### src/rtl/arcade_input_pkg.sv
// Shared constants for the arcade input mapper: joystick bits, scancodes,
// key-state indices and the rotate encoding.
package arcade_input_pkg;

    localparam int JOY_RIGHT = 0;
    localparam int JOY_LEFT  = 1;
    localparam int JOY_DOWN  = 2;
    localparam int JOY_UP    = 3;
    localparam int JOY_FIRE  = 4;
    localparam int JOY_START = 5;
    localparam int JOY_COIN  = 7;
    localparam int JOY_AUTO  = 8;

    localparam logic [8:0] SC_P1_UP    = 9'h175;
    localparam logic [8:0] SC_P1_DOWN  = 9'h172;
    localparam logic [8:0] SC_P1_LEFT  = 9'h16B;
    localparam logic [8:0] SC_P1_RIGHT = 9'h174;
    localparam logic [8:0] SC_P2_UP    = 9'h02D;
    localparam logic [8:0] SC_P2_DOWN  = 9'h02B;
    localparam logic [8:0] SC_P2_LEFT  = 9'h023;
    localparam logic [8:0] SC_P2_RIGHT = 9'h034;
    localparam logic [8:0] SC_P2_FIRE  = 9'h01C;
    localparam logic [8:0] SC_START1_A = 9'h016;
    localparam logic [8:0] SC_START1_B = 9'h005;
    localparam logic [8:0] SC_START2_A = 9'h01E;
    localparam logic [8:0] SC_START2_B = 9'h006;
    localparam logic [8:0] SC_COIN0    = 9'h02E;
    localparam logic [8:0] SC_COIN1    = 9'h036;
    localparam logic [8:0] SC_TEST     = 9'h02C;

    localparam int K_P1_UP    = 0;
    localparam int K_P1_DOWN  = 1;
    localparam int K_P1_LEFT  = 2;
    localparam int K_P1_RIGHT = 3;
    localparam int K_P1_FIREA = 4;
    localparam int K_P1_FIREB = 5;
    localparam int K_P2_UP    = 6;
    localparam int K_P2_DOWN  = 7;
    localparam int K_P2_LEFT  = 8;
    localparam int K_P2_RIGHT = 9;
    localparam int K_P2_FIRE  = 10;
    localparam int K_S1A      = 11;
    localparam int K_S1B      = 12;
    localparam int K_S2A      = 13;
    localparam int K_S2B      = 14;
    localparam int K_COIN0    = 15;
    localparam int K_COIN1    = 16;
    localparam int K_TEST     = 17;
    localparam int K_NUM      = 18;

    // Single-player builds drop every player-2 key and coin1.
    localparam logic [K_NUM-1:0] P1_ONLY_MASK = 18'b1_0_1_1111_00000_111111;

    typedef enum logic [1:0] {
        ROT_0   = 2'd0,
        ROT_90  = 2'd1,
        ROT_180 = 2'd2,
        ROT_270 = 2'd3
    } rot_e;

    typedef struct packed {
        logic up;
        logic down;
        logic left;
        logic right;
    } dir_t;

    function automatic logic [K_NUM-1:0] key_decode(input logic [8:0] sc);
        logic [K_NUM-1:0] hit;
        hit = '0;
        casez (sc)
            SC_P1_UP:        hit[K_P1_UP]    = 1'b1;
            SC_P1_DOWN:      hit[K_P1_DOWN]  = 1'b1;
            SC_P1_LEFT:      hit[K_P1_LEFT]  = 1'b1;
            SC_P1_RIGHT:     hit[K_P1_RIGHT] = 1'b1;
            9'b?_0010_1001:  hit[K_P1_FIREA] = 1'b1;
            9'b?_0001_0100:  hit[K_P1_FIREB] = 1'b1;
            SC_P2_UP:        hit[K_P2_UP]    = 1'b1;
            SC_P2_DOWN:      hit[K_P2_DOWN]  = 1'b1;
            SC_P2_LEFT:      hit[K_P2_LEFT]  = 1'b1;
            SC_P2_RIGHT:     hit[K_P2_RIGHT] = 1'b1;
            SC_P2_FIRE:      hit[K_P2_FIRE]  = 1'b1;
            SC_START1_A:     hit[K_S1A]      = 1'b1;
            SC_START1_B:     hit[K_S1B]      = 1'b1;
            SC_START2_A:     hit[K_S2A]      = 1'b1;
            SC_START2_B:     hit[K_S2B]      = 1'b1;
            SC_COIN0:        hit[K_COIN0]    = 1'b1;
            SC_COIN1:        hit[K_COIN1]    = 1'b1;
            SC_TEST:         hit[K_TEST]     = 1'b1;
            default:         hit             = '0;
        endcase
        return hit;
    endfunction

    function automatic dir_t rot_dir(input dir_t d, input rot_e r);
        dir_t o;
        o = d;
        unique case (r)
            ROT_0:   o = d;
            ROT_90:  o = '{up: d.left,  down: d.right, left: d.down,  right: d.up};
            ROT_180: o = '{up: d.down,  down: d.up,    left: d.right, right: d.left};
            ROT_270: o = '{up: d.right, down: d.left,  left: d.up,    right: d.down};
        endcase
        return o;
    endfunction

endpackage

### src/rtl/arcade_input_mapper_if.sv
// Input/output bundle of the arcade input mapper.
interface arcade_input_mapper_if #(
    parameter int PLAYERS = 2
);
    logic [10:0]           ps2_key;
    logic [16*PLAYERS-1:0] joystick;
    logic [1:0]            rotate;
    logic [PLAYERS-1:0]    up;
    logic [PLAYERS-1:0]    down;
    logic [PLAYERS-1:0]    left;
    logic [PLAYERS-1:0]    right;
    logic [PLAYERS-1:0]    fire;
    logic [1:0]            start;
    logic [PLAYERS-1:0]    coin;
    logic                  test;

    modport master (
        output ps2_key, joystick, rotate,
        input  up, down, left, right, fire, start, coin, test
    );

    modport slave (
        input  ps2_key, joystick, rotate,
        output up, down, left, right, fire, start, coin, test
    );
endinterface

### src/rtl/arcade_coin_pulse.sv
// Per-player coin edge detector driving a fixed-length, non-retriggering
// coin pulse from a saturating down-counter.
module arcade_coin_pulse #(
    parameter int COIN_PULSE = 1200000
) (
    input  logic clk_sys,
    input  logic reset,
    input  logic req,
    output logic coin
);

    logic        req_q;
    logic [23:0] cnt;

    always_ff @(posedge clk_sys or posedge reset) begin
        if (reset) begin
            req_q <= 1'b0;
            cnt   <= '0;
            coin  <= 1'b0;
        end else begin
            req_q <= req;
            if (req && !req_q && !coin) begin
                coin <= 1'b1;
                cnt  <= 24'(COIN_PULSE - 1);
            end else if (cnt != '0) begin
                cnt <= cnt - 24'd1;
            end else begin
                coin <= 1'b0;
            end
        end
    end

endmodule

### src/rtl/arcade_input_mapper.sv
// Keyboard/joystick merge, rotation and coin pulsing for arcade cores.
// Optional autofire is built in when ARCADE_AUTOFIRE_EN is defined.
module arcade_input_mapper
    import arcade_input_pkg::*;
#(
    parameter int PLAYERS      = 2,
    parameter int COIN_PULSE   = 1200000,
    parameter int AUTOFIRE_DIV = 600000
) (
    input logic                  clk_sys,
    input logic                  reset,
    arcade_input_mapper_if.slave bus
);

    localparam logic [K_NUM-1:0] KEY_MASK =
        (PLAYERS >= 2) ? {K_NUM{1'b1}} : P1_ONLY_MASK;

    logic             tog_q;
    logic [K_NUM-1:0] key_q;
    logic [K_NUM-1:0] hit;

    assign hit = key_decode(bus.ps2_key[8:0]) & KEY_MASK;

    always_ff @(posedge clk_sys or posedge reset) begin
        if (reset) begin
            tog_q <= 1'b0;
            key_q <= '0;
        end else if (bus.ps2_key[10] != tog_q) begin
            tog_q <= bus.ps2_key[10];
            for (int k = 0; k < K_NUM; k++)
                if (hit[k]) key_q[k] <= bus.ps2_key[9];
        end
    end

`ifdef ARCADE_AUTOFIRE_EN
    logic [23:0] af_cnt;
    logic        af_phase;

    always_ff @(posedge clk_sys or posedge reset) begin
        if (reset) begin
            af_cnt   <= '0;
            af_phase <= 1'b0;
        end else if (af_cnt == 24'(AUTOFIRE_DIV - 1)) begin
            af_cnt   <= '0;
            af_phase <= ~af_phase;
        end else begin
            af_cnt <= af_cnt + 24'd1;
        end
    end
`endif

    logic [PLAYERS-1:0] up_n, down_n, left_n, right_n, fire_n, coin_req;
    logic [1:0]         start_n;
    logic               unused_bits;

    always_comb begin
        dir_t raw, rd;
        logic f_raw;
        start_n     = {key_q[K_S2A] | key_q[K_S2B], key_q[K_S1A] | key_q[K_S1B]};
        unused_bits = 1'b0;
        up_n        = '0;
        down_n      = '0;
        left_n      = '0;
        right_n     = '0;
        fire_n      = '0;
        coin_req    = '0;
        for (int p = 0; p < PLAYERS; p++) begin
            raw.up    = bus.joystick[16*p+JOY_UP];
            raw.down  = bus.joystick[16*p+JOY_DOWN];
            raw.left  = bus.joystick[16*p+JOY_LEFT];
            raw.right = bus.joystick[16*p+JOY_RIGHT];
            f_raw     = bus.joystick[16*p+JOY_FIRE];
            coin_req[p] = bus.joystick[16*p+JOY_COIN];
            if (p == 0) begin
                raw.up      |= key_q[K_P1_UP];
                raw.down    |= key_q[K_P1_DOWN];
                raw.left    |= key_q[K_P1_LEFT];
                raw.right   |= key_q[K_P1_RIGHT];
                f_raw       |= key_q[K_P1_FIREA] | key_q[K_P1_FIREB];
                coin_req[p] |= key_q[K_COIN0];
            end else if (p == 1) begin
                raw.up      |= key_q[K_P2_UP];
                raw.down    |= key_q[K_P2_DOWN];
                raw.left    |= key_q[K_P2_LEFT];
                raw.right   |= key_q[K_P2_RIGHT];
                f_raw       |= key_q[K_P2_FIRE];
                coin_req[p] |= key_q[K_COIN1];
            end
            rd = rot_dir(raw, rot_e'(bus.rotate));
            up_n[p]    = rd.up;
            down_n[p]  = rd.down;
            left_n[p]  = rd.left;
            right_n[p] = rd.right;
            start_n[0] |= bus.joystick[16*p+JOY_START];
            start_n[1] |= bus.joystick[16*p+JOY_START+1];
`ifdef ARCADE_AUTOFIRE_EN
            fire_n[p] = f_raw | (bus.joystick[16*p+JOY_AUTO] & af_phase);
`else
            fire_n[p] = f_raw;
            unused_bits ^= bus.joystick[16*p+JOY_AUTO];
`endif
            unused_bits ^= ^bus.joystick[16*p+9 +: 7];
        end
    end

    always_ff @(posedge clk_sys or posedge reset) begin
        if (reset) begin
            bus.up    <= '0;
            bus.down  <= '0;
            bus.left  <= '0;
            bus.right <= '0;
            bus.fire  <= '0;
            bus.start <= '0;
            bus.test  <= 1'b0;
        end else begin
            bus.up    <= up_n;
            bus.down  <= down_n;
            bus.left  <= left_n;
            bus.right <= right_n;
            bus.fire  <= fire_n;
            bus.start <= start_n;
            bus.test  <= key_q[K_TEST];
        end
    end

    logic [PLAYERS-1:0] coin_w;

    for (genvar p = 0; p < PLAYERS; p++) begin : g_coin
        arcade_coin_pulse #(
            .COIN_PULSE (COIN_PULSE)
        ) u_coin (
            .clk_sys (clk_sys),
            .reset   (reset),
            .req     (coin_req[p]),
            .coin    (coin_w[p])
        );
    end

    assign bus.coin = coin_w;

endmodule
### src/flat_wrapper.sv
// flat-port wrapper written by rule: the top's interface ports become plain ports
module arcade_input_mapper_flat import arcade_input_pkg::*;
#(
    parameter int PLAYERS      = 2,
    parameter int COIN_PULSE   = 1200000,
    parameter int AUTOFIRE_DIV = 600000
)
  (clk_sys, reset, bus_ps2_key, bus_joystick, bus_rotate, bus_up, bus_down, bus_left, bus_right, bus_fire, bus_start, bus_coin, bus_test);
  arcade_input_mapper_if #(.PLAYERS(PLAYERS)) bus_i ();
  input logic clk_sys;
  input logic reset;
  input wire logic [$bits(bus_i.ps2_key)-1:0] bus_ps2_key;
  input wire logic [$bits(bus_i.joystick)-1:0] bus_joystick;
  input wire logic [$bits(bus_i.rotate)-1:0] bus_rotate;
  output wire logic [$bits(bus_i.up)-1:0] bus_up;
  output wire logic [$bits(bus_i.down)-1:0] bus_down;
  output wire logic [$bits(bus_i.left)-1:0] bus_left;
  output wire logic [$bits(bus_i.right)-1:0] bus_right;
  output wire logic [$bits(bus_i.fire)-1:0] bus_fire;
  output wire logic [$bits(bus_i.start)-1:0] bus_start;
  output wire logic [$bits(bus_i.coin)-1:0] bus_coin;
  output wire logic [$bits(bus_i.test)-1:0] bus_test;
  assign bus_i.ps2_key = bus_ps2_key;
  assign bus_i.joystick = bus_joystick;
  assign bus_i.rotate = bus_rotate;
  assign bus_up = bus_i.up;
  assign bus_down = bus_i.down;
  assign bus_left = bus_i.left;
  assign bus_right = bus_i.right;
  assign bus_fire = bus_i.fire;
  assign bus_start = bus_i.start;
  assign bus_coin = bus_i.coin;
  assign bus_test = bus_i.test;
  arcade_input_mapper #(.PLAYERS(PLAYERS), .COIN_PULSE(COIN_PULSE), .AUTOFIRE_DIV(AUTOFIRE_DIV)) u_core (.clk_sys(clk_sys), .reset(reset), .bus(bus_i));
endmodule
### config.mk
export PLATFORM = sky130hd
export DESIGN_NAME = arcade_input_mapper_flat
export DESIGN_NICKNAME = d
export VERILOG_FILES = /design/src/rtl/arcade_input_pkg.sv /design/src/rtl/arcade_input_mapper_if.sv /design/src/rtl/arcade_coin_pulse.sv /design/src/rtl/arcade_input_mapper.sv /design/src/flat_wrapper.sv
export SDC_FILE = /design/constraint.sdc
export NUM_CORES = 1
export LEC_CHECK = 0
export CAP_MARGIN = 30
export CORE_ASPECT_RATIO = 0.75
export CORE_UTILIZATION = 57
export CTS_BUF_LIST = sky130_fd_sc_hd__clkbuf_8
export DETAILED_ROUTE_END_ITERATION = 10
export PLACE_DENSITY = 0.94
export SYNTH_ARGS = -nofsm -noshare
export SYNTH_HDL_FRONTEND = slang
export SYNTH_HIERARCHICAL = 1
export SYNTH_SLANG_ARGS = --single-unit
### constraint.sdc
create_clock -name clk_sys -period 3.2 [get_ports clk_sys]
set_clock_uncertainty 0.1 [all_clocks]
set_input_delay 0.48 -clock clk_sys [delete_from_list [all_inputs] [get_ports clk_sys]]
set_output_delay 0.48 -clock clk_sys [all_outputs]
set_load 0.1 [all_outputs]
==> impl_metrics.env <==
export IMPL_hpwl_um=6990
export IMPL_synth_area_leader_cell="dfrtp_1"
export IMPL_p_leak_nw=1.98
export IMPL_r2r_slack_ns=0.51
export IMPL_synth_top_area_share_pct=48.1
export IMPL_yosysUniqueCellTypes=45
export IMPL_first_pass_iters=5
export IMPL_via_per_inst=6.37
export IMPL_cts_reportedPaths_clkPinSlew_ns=0.08
export IMPL_rsz0062_at_grt="false"
export IMPL_core_area_um2=7360
export IMPL_cap_violations=0
export IMPL_multi_input_area_um2=2150
export IMPL_wirelength_um=10100
export IMPL_hold_path_endpoint="u_core/bus.test"
export IMPL_instances_no_fill=577
export IMPL_cts_tree="yes"
export IMPL_outcome="completed"
export IMPL_grt_overflow=0
export IMPL_clock_path_buffers=2
export IMPL_fin_area_um2=5080
export IMPL_rows=27
export IMPL_h_tree_depth=3
export IMPL_path_class="reg2reg"
export IMPL_path_max_fanout=10
export IMPL_crit_path_cell_trace="or4_4 > or4_4 > o31ai_1 > or3_1 > nand3_1"
export IMPL_yosysWarnings=6
export IMPL_fin_crit_sh_pct=83.9
export IMPL_rr_worst_depth=5
export IMPL_postCtsHoldBufs=0
export IMPL_num_vias=3674
export IMPL_tightest_slew_ns=0.730
export IMPL_slew_violations=0
export IMPL_avgSynthCellArea_um2=10.3
export IMPL_post_cts_buffers=0
export IMPL_die_area_um2=8030
export IMPL_hp_start="u_core/key_q[17]"
export IMPL_antenna_found_initial=0
export IMPL_final_layout_size_suffix_gt1_share_pct=14.3
export IMPL_cp_top_family="simple AND/OR/NAND/NOR gates"
export IMPL_path_buf_inv=0
export IMPL_worstPathRequired_ns=3.31
export IMPL_rr_startpoint="u_core/g_coin[1].u_coin/cnt[15]"
export IMPL_cp_start_kind="flop"
export IMPL_start_util_pct=59.3
export IMPL_vdd_drop_max_uv=288
export IMPL_io_pins=62
export IMPL_drc=0
export IMPL_cts_buffers=9
export IMPL_cts_resized=0
export IMPL_holdCritPathClass="reg2reg"
export IMPL_dp_cells=562
export IMPL_arrival_ns=2.79
export IMPL_diodes=0
export IMPL_crit_path_max_incr_delay_ns=0.64
export IMPL_synth_top_cells_by_count="dfrtp_1 (84), nand2_1 (36), nor2_1 (36), nand3_1 (24), nor3_1 (24)"
export IMPL_drtAntennaViolNets=0
export IMPL_tns_ns=0
export IMPL_synth_edff_count=0
export IMPL_synth_most_common_cell="dfrtp_1"
export IMPL_hold_path_depth=0
export IMPL_track_usage_pct=27.7
export IMPL_min_period_ns=2.69
export IMPL_regArea_um2=2100
export IMPL_portBuffers=45
export IMPL_critPathCaptureType="flop"
export IMPL_fin_nets=523
export IMPL_syn_nets=477
export IMPL_insertion_delay_ns=0.36
export IMPL_hold_violations=0
export IMPL_crit_cells=5
export IMPL_synthFlopType="dfrtp_1"
export IMPL_relSlewSlack_pct=50.9
export IMPL_grt_pass1_wl_um=16700
export IMPL_cp_slowest_cell="o31ai_1"
export IMPL_synth_cell_area_um2=4370
export IMPL_grt_pass1_vias=3454
export IMPL_fp_dieH_um=77.8
export IMPL_clock_sinks=84
export IMPL_dpl_cell_area_um2=4900
export IMPL_gp_routability_congestion=0.922
export IMPL_setup_viol=0
export IMPL_n_fill_cell=528
export IMPL_grt_max_degree=33
export IMPL_powerDensity_nw_per_um2=423
export IMPL_r2r_end="u_core/g_coin[1].u_coin/cnt[8]"
export IMPL_drtIter0Drc=342
export IMPL_async_flop_share_pct=100
export IMPL_max_freq_mhz=372
export IMPL_syn_inst=426
export IMPL_cpMostUsedCell="or4_4"
export IMPL_area_delta_synth_final_pct=16.3
export IMPL_dieWidth_um=103
export IMPL_synth_seq_area_share_pct=48.1
export IMPL_cts_root_buf="clkbuf_8"
export IMPL_drt_wirelength_per_cell_um=17.6
export IMPL_synth_seq_cells=84
export IMPL_synth_area_leaders="dfrtp_1 (48%), mux2_1 (4.4%), nand2_1 (3.1%), nor2_1 (3.1%), nand3_1 (2.7%)"
## stage by stage
stage / power [mW] / hold slack (ns) / util, % / setup slack (ns)
after floorplan: 1.34 / 0.250 / - / 0.739
after global placement: 1.43 / 0.263 / 65.8 / 0.714
after detailed placement: 1.45 / 0.267 / 66.5 / 0.615
after CTS: 2.16 / 0.287 / 69.0 / 0.587
after global routing: 2.23 / 0.307 / 69.0 / 0.392
final: 2.15 / 0.283 / 69.0 / 0.514
## cell families (layout without fill, tap and decap cells)
group | Yosys count | count (layout) | synth area share (%)
simple gates | 203 | 203 | 27.0
buf+inv | 22 | 72 | 2.61
compound gates | 66 | 66 | 10.1
mux | 30 | 30 | 7.62
flops | 84 | 84 | 48.1
xor+xnor | 17 | 17 | 3.41
fa+ha+maj | 4 | 4 | 1.15
## layer usage
layer | part of all wire, % | up-vias | global-route usage (%)
li1 | - | 1669 | -
met1 | 42 | 1787 | 36.1
met2 | 48 | 188 | 44.3
met3 | 6.8 | 30 | 6.76
met4 | 3.3 | 0 | 11.7
met5 | 0 | - | 0
## state kept, by name, summed over array words and instances, names as in the netlist
signal,count
u_core/bus.right,2
u_core/tog_q,1
u_core/bus.fire,2
u_core/bus.down,2
u_core/bus.up,2
u_core/g_coin.u_coin/cnt,48
u_core/g_coin.u_coin/req_q,2
u_core/bus.left,2
u_core/bus.start,2
u_core/bus.test,1
u_core/g_coin.u_coin/coin,2
u_core/key_q,18
## worst register-to-register path: stages (launching register included)
cell and delay, ns:
dfrtp_1 0.43, or4_4 0.58, or4_4 0.53, o31ai_1 0.64, or3_1 0.20, nand3_1 0.07
## power breakdown
part           leakage [nW]  internal [mW]  total [mW]  switching [mW]
Sequential            0.966           1.10        1.13          0.0320
Clock                0.0977          0.351       0.719           0.368
Combinational         0.914          0.101       0.296           0.196
## final cells by class
type / instances / area share [%]
Sequential cell: 84 / 41.4
Tap cell: 101 / 2.49
Clock buffer: 9 / 2.44
Inverter: 7 / 0.517
Timing Repair Buffer: 50 / 9.65
Multi-Input combinational cell: 320 / 42.4
Clock inverter: 6 / 1.16
## worst max-delay path by stage
stage	startpoint	end
6_report	u_core/g_coin[1].u_coin/cnt[15]	u_core/g_coin[1].u_coin/cnt[8]
3_5_place_dp	u_core/g_coin[1].u_coin/cnt[15]	u_core/g_coin[1].u_coin/cnt[8]
4_1_cts	u_core/g_coin[1].u_coin/cnt[15]	u_core/g_coin[1].u_coin/cnt[8]
3_3_place_gp	u_core/g_coin[0].u_coin/cnt[15]	u_core/g_coin[0].u_coin/cnt[8]
5_1_grt	u_core/g_coin[1].u_coin/cnt[4]	u_core/g_coin[1].u_coin/cnt[8]
2_1_floorplan	u_core/g_coin[0].u_coin/cnt[15]	u_core/g_coin[0].u_coin/cnt[10]
## cells in the final DEF (no fill, tap or decap), types with 7 or more instances in the layout
cell,n
a21oi_1,18
buf_4,18
clkbuf_8,9
clkdlybuf4s50_1,30
dfrtp_1,84
inv_1,9
mux2_1,17
mux2_2,9
nand2_1,36
nand2b_1,7
nand3_1,24
nor2_1,36
nor3_1,24
o21ai_0,8
o31ai_1,16
or3_1,9
or4_1,14
xor2_1,12
Power figures use the tool's default switching activity.
